==> src/rtl/minority_detector_seq_if.sv <==
// -----------------------------------------------------------------------------
// minority_detector_seq_if
// Groups the vote handshake and the decision outputs of minority_detector_seq.
//   start      : begin a new decision (source -> detector)
//   mode       : 0 = majority, 1 = minority, captured with start
//   vote_valid : source presents a vote
//   vote       : vote bit
//   vote_ready : detector accepts a vote this cycle (detector -> source)
//   busy       : detector is collecting votes
//   done       : one-cycle pulse, decision just became valid
//   out        : decision bit, held until the next accepted start
//   equal      : tie flag, held until the next accepted start
// master = vote source / consumer side, slave = detector side.
// -----------------------------------------------------------------------------
interface minority_detector_seq_if;
    logic start;
    logic mode;
    logic vote_valid;
    logic vote;
    logic vote_ready;
    logic busy;
    logic done;
    logic out;
    logic equal;

    modport master (
        output start, mode, vote_valid, vote,
        input  vote_ready, busy, done, out, equal
    );

    modport slave (
        input  start, mode, vote_valid, vote,
        output vote_ready, busy, done, out, equal
    );
endinterface

==> src/rtl/minority_detector_seq.sv <==
// -----------------------------------------------------------------------------
// minority_detector_seq
// Collects N single-bit votes serially over a valid/ready handshake, counts the
// ones and, on the edge that accepts the N-th vote, registers either the
// majority or the minority value plus a tie flag.
// Ports:
//   clk   : rising-edge clock
//   rst_n : asynchronous active-low reset
//   bus   : minority_detector_seq_if.slave (start/mode/vote handshake in,
//           vote_ready/busy/done/out/equal out, all outputs registered)
// Parameters:
//   N  : votes per decision, 1..255
//   CW : counter / index width, derived from N
// -----------------------------------------------------------------------------
module minority_detector_seq #(
    parameter int N  = 4,
    parameter int CW = $clog2(N + 1)
) (
    input  logic                    clk,
    input  logic                    rst_n,
    minority_detector_seq_if.slave  bus
);

    typedef enum logic [1:0] {
        IDLE    = 2'd0,
        COLLECT = 2'd1,
        DONE    = 2'd2
    } state_t;

    // Decision compares run one bit wider than the counter so 2*ones never
    // overflows, even for N = 255.
    localparam logic [CW:0]   N_EXT    = (CW + 1)'(N);
    localparam logic [CW-1:0] LAST_IDX = CW'(N - 1);

    state_t        state_r;
    logic [CW-1:0] ones_r;
    logic [CW-1:0] idx_r;
    logic          mode_r;
    logic          out_r;
    logic          equal_r;
    logic          done_r;
    logic          vote_ready_r;
    logic          busy_r;

    logic          accept_s;
    logic          last_s;
    logic [CW-1:0] ones_next_s;
    logic [CW:0]   twice_s;
    logic          out_next_s;
    logic          eq_next_s;

    // Acceptance and the decision derived from the count including this vote.
    always_comb begin
        accept_s    = bus.vote_valid & vote_ready_r;
        last_s      = (idx_r == LAST_IDX);
        ones_next_s = ones_r + CW'(bus.vote);
        twice_s     = {ones_next_s, 1'b0};
        eq_next_s   = (twice_s == N_EXT);
        // A tie satisfies neither strict compare, so out is 0 on a tie.
        if (mode_r) begin
            out_next_s = (twice_s < N_EXT);
        end else begin
            out_next_s = (twice_s > N_EXT);
        end
    end

    // Control FSM with counters and registered outputs.
    always_ff @(posedge clk or negedge rst_n) begin
        if (!rst_n) begin
            state_r      <= IDLE;
            ones_r       <= {CW{1'b0}};
            idx_r        <= {CW{1'b0}};
            mode_r       <= 1'b0;
            out_r        <= 1'b0;
            equal_r      <= 1'b0;
            done_r       <= 1'b0;
            vote_ready_r <= 1'b0;
            busy_r       <= 1'b0;
        end else begin
            done_r <= 1'b0;
            case (state_r)
                // IDLE and DONE both launch a new decision on start.
                IDLE, DONE: begin
                    if (bus.start) begin
                        state_r      <= COLLECT;
                        ones_r       <= {CW{1'b0}};
                        idx_r        <= {CW{1'b0}};
                        mode_r       <= bus.mode;
                        out_r        <= 1'b0;
                        equal_r      <= 1'b0;
                        vote_ready_r <= 1'b1;
                        busy_r       <= 1'b1;
                    end else begin
                        state_r <= IDLE;
                    end
                end
                // start and mode are ignored here; only votes move the state.
                COLLECT: begin
                    if (accept_s) begin
                        ones_r <= ones_next_s;
                        idx_r  <= idx_r + CW'(1);
                        if (last_s) begin
                            state_r      <= DONE;
                            out_r        <= out_next_s;
                            equal_r      <= eq_next_s;
                            done_r       <= 1'b1;
                            vote_ready_r <= 1'b0;
                            busy_r       <= 1'b0;
                        end else begin
                            state_r <= COLLECT;
                        end
                    end else begin
                        state_r <= COLLECT;
                    end
                end
                default: begin
                    state_r      <= IDLE;
                    vote_ready_r <= 1'b0;
                    busy_r       <= 1'b0;
                end
            endcase
        end
    end

    assign bus.vote_ready = vote_ready_r;
    assign bus.busy       = busy_r;
    assign bus.done       = done_r;
    assign bus.out        = out_r;
    assign bus.equal      = equal_r;

endmodule

==> src/flat_wrapper.sv <==
// flat-port wrapper written by rule: the top's interface ports become plain ports
module minority_detector_seq_flat 
#(
    parameter int N  = 4,
    parameter int CW = $clog2(N + 1)
)
  (clk, rst_n, bus_start, bus_mode, bus_vote_valid, bus_vote, bus_vote_ready, bus_busy, bus_done, bus_out, bus_equal);
  minority_detector_seq_if bus_i ();
  input  logic clk;
  input  logic rst_n;
  input wire logic [$bits(bus_i.start)-1:0] bus_start;
  input wire logic [$bits(bus_i.mode)-1:0] bus_mode;
  input wire logic [$bits(bus_i.vote_valid)-1:0] bus_vote_valid;
  input wire logic [$bits(bus_i.vote)-1:0] bus_vote;
  output wire logic [$bits(bus_i.vote_ready)-1:0] bus_vote_ready;
  output wire logic [$bits(bus_i.busy)-1:0] bus_busy;
  output wire logic [$bits(bus_i.done)-1:0] bus_done;
  output wire logic [$bits(bus_i.out)-1:0] bus_out;
  output wire logic [$bits(bus_i.equal)-1:0] bus_equal;
  assign bus_i.start = bus_start;
  assign bus_i.mode = bus_mode;
  assign bus_i.vote_valid = bus_vote_valid;
  assign bus_i.vote = bus_vote;
  assign bus_vote_ready = bus_i.vote_ready;
  assign bus_busy = bus_i.busy;
  assign bus_done = bus_i.done;
  assign bus_out = bus_i.out;
  assign bus_equal = bus_i.equal;
  minority_detector_seq #(.N(N), .CW(CW)) u_core (.clk(clk), .rst_n(rst_n), .bus(bus_i));
endmodule
==> config.mk <==
export PLATFORM = sky130hd
export DESIGN_NAME = minority_detector_seq_flat
export DESIGN_NICKNAME = d
export VERILOG_FILES = /design/src/rtl/minority_detector_seq_if.sv /design/src/rtl/minority_detector_seq.sv /design/src/flat_wrapper.sv
export SDC_FILE = /design/constraint.sdc
export NUM_CORES = 1
export LEC_CHECK = 0
export ABC_AREA = 0
export BUFFER_PORTS_ARGS = -buffer_cell sky130_fd_sc_hd__buf_4
export CELL_PAD_IN_SITES_DETAIL_PLACEMENT = 1
export CELL_PAD_IN_SITES_GLOBAL_PLACEMENT = 2
export CORE_MARGIN = 5
export CORE_UTILIZATION = 27
export CTS_CLUSTER_SIZE = 30
export DETAILED_ROUTE_END_ITERATION = 8
export HOLD_SLACK_MARGIN = 0.08
export PLACE_DENSITY = 0.61
export SYNTH_ARGS = -nofsm -noshare
export SYNTH_HDL_FRONTEND = slang
export SYNTH_SLANG_ARGS = --single-unit
==> constraint.sdc <==
create_clock -name clk -period 1.4 [get_ports clk]
set_clock_uncertainty 0.1 [all_clocks]
set_input_delay 0 -clock clk [delete_from_list [all_inputs] [get_ports clk]]
set_output_delay 0 -clock clk [all_outputs]
set_load 0.005 [all_outputs]
==> metrics.txt <==
overall routing resource usage=9.94%; area delta synth->final=47.8%; #FFs+latches synth=13; ANT cells=0; Overflow after GRT=0; Layout Nets=99; Iteration-0 DRC Markers=3; Die H=58.3 um; leakage=0.462 nW; CP Data Required Time=1.47 ns; fin. max-slew vios=0; fin crit share=101%; CP top delay family=compound AO/OA/AOI/OAI gates; Least-Margin Pin Slew=between 0.3 and 0.4 ns; design area=~930 um^2; DIE WIDTH=58.3 um; Initial DRT Pass Iterations=2; largest net degree at the start of global routing=14; CTS Buf Count=3; Post-route DRC=0; Buf+Inv Stages, Crit Path=0; final hold vios=0; dpl hpwl=1.03 mm; number of fill cells in the layout=260; final setup fails=2; CTS root buf=clkbuf_4; vias in the first global route=571; Crit. End Element=flip-flop; Row Count=17; Vias=531; CP max stage delay=0.36 ns; RSZ-0062 raised after global routing=yes; Max clock buf depth=2; critical path, cell by cell=ha_2, ha_4, nand3_4, o211a_1, a41o_1; placed cell area=773 um^2; first-pass GRT wire length=2.47 mm; Routed WL=1.41 mm; Core Util, Final=42.1%; hold_ws=slightly below 0.08 ns; WL/cell=12.1 um; # Max-Cap Violations=0; Critical path origin=u_core.idx_r[1]; power density over the cells=roughly 1500 mW/mm^2; Initial Utilization=28.5%; Worst EP arrival=1.48 ns; most frequent cells in the layout=buf_4 (22), dfrtp_1 (13), inv_1 (7), nand3_1 (6); Synth Warn #=0; crit start category=flip-flop; final worst slack=-0.0140 ns; fin cells=116; commonest non-fill, non-tap cell in the layout=buf_4; crit-path max FO=5; placed cell count=102; die area=0.00340 mm^2; reg2reg start=u_core.idx_r[1]; H-tree levels=1; Slew headroom=between 70% and 80%; min-delay src=bus_vote; Worst-path clk slew=0.08 ns; FF-to-FF path depth=5; worst min path class=input port to flip-flop; Syn Area/Cell=10.5 um^2; f_max=707 MHz; IO Port Bufs=10; vias per cell=between 4 and 5; initial antenna violation count=0; Post-DRT Antenna Nets=0; setup TNS=-0.0250 ns; Worst-Skew Late Latency=0.27 ns; ratio of cells with drive above 1 in the final layout=36.4%; core box area=0.00221 mm^2; routability cong.=0.684; sequential share of the synthesized area=51.6%; Peak VDD IR=620 uV; violated checks=negative setup slack; WHS Path Cells=4; highest-delay cell along the critical path=dfrtp_1; total clock sinks=13; critical path depth=5; I/O Pins=11; status=finished, violations left; Syn Nets=70; Netlist cell types=24; WS Path Type=flip-flop to flip-flop; CTS tree=yes; Period minus WS final=between 1 and 1.5 ns; Post-Syn Area=~630 um^2; Synth Instances=60
[final timing paths]
| path | end | slack, ns |
|---|---|---|
| max in group asynchronous | u_core.mode_r | 0.50 |
| min in group asynchronous | u_core.ones_r[2] | 0.53 |
| hold reg to reg | u_core.idx_r[2] | 0.43 |
| hold / removal | u_core.ones_r[0] | 0.08 |
| setup reg to reg | u_core.bus.equal | -0.01 |
| setup / recovery | u_core.bus.equal | -0.01 |
[worst register-to-register path, cell delays in order (launching register included)]
cell and delay (ns):
dfrtp_1 0.36, ha_2 0.19, ha_4 0.14, nand3_4 0.09, o211a_1 0.23, a41o_1 0.20
[sequential cells by signal, indices dropped and copies added, names as in the netlist]
signal,count
u_core.bus.done,1
u_core.bus.equal,1
u_core.bus.out,1
u_core.bus.vote_ready,1
u_core.idx_r,3
u_core.mode_r,1
u_core.ones_r,3
u_core.state_r,2
[area by class of cell]
class	instances	area, um^2	area share, %
flip-flops and latches	13	325	34.9
multi-input cells	37	304	32.6
repair buffers	27	215	23.1
well taps	28	35.0	3.76
clock buffers	4	26.3	2.82
inverters	7	26.3	2.82
[report_power, final]
part	total (W)	switching (W)	internal, W	leakage, nW
Clock	0.000230	0.000119	0.000110	0.0150
Combinational	0.000646	0.000283	0.000364	0.277
Sequential	0.000563	0.0000795	0.000484	0.171
[synth_stat cells (all sizes together)]
library cell | number | area (um^2)
dfrtp | 13 | 325
a31oi | 1 | 6.26
nand2 | 3 | 11.3
a21oi | 1 | 5.00
mux2 | 1 | 15.0
nor2 | 3 | 11.3
nand2b | 2 | 12.5
a2bb2oi | 1 | 8.76
nand4b | 1 | 8.76
nand3 | 7 | 40.0
o22ai | 1 | 6.26
nand3b | 1 | 7.51
a41o | 1 | 10.0
buf | 3 | 20.0
xnor2 | 1 | 8.76
a21o | 1 | 7.51
o21ai | 6 | 30.0
inv | 7 | 26.3
o211a | 1 | 10.0
ha | 4 | 50.1
mux2i | 1 | 10.0
[per-layer routing]
| layer | part of all wire [%] | wire (um) | vias up | track usage [%] |
|---|---|---|---|---|
| li1 | - | - | 266 | - |
| met5 | 0 | 0 | - | 0 |
| met2 | 51 | 720 | 9 | 17.7 |
| met3 | 5.3 | 74 | 0 | 3.95 |
| met4 | 0 | 0 | 0 | 3.97 |
| met1 | 43 | 612 | 256 | 10.3 |
[stage by stage]
stage	setup slack [ns]	power (W)
2_1_floorplan	0.0115	0.000881
3_5_place_dp	-0.141	0.00109
4_1_cts	-0.0131	0.00144
6_report	-0.0140	0.00144
3_3_place_gp	-0.108	0.00109
5_1_grt	-0.0919	0.00158
[kinds of logic after synthesis]
kind of cell	share of synthesized area, %
buffers and inverters	7.34
and+or+nand+nor	14.5
xor gates and xnor gates	1.39
muxes	3.97
DFF	51.6
AOI/OAI and AO/OA	13.3
adders and majority gates	7.94
[what timing repair did]
action                                 4_1_cts  5_1_grt
setup endpoints to repair                    2       15
endpoints found under the hold margin       21       13
setup buffers                                3        2
hold buffers                                 5        1
pin swaps                                    4        0
gates resized for setup                      8        0
Note: power is estimated with default switching activity, not from simulation.
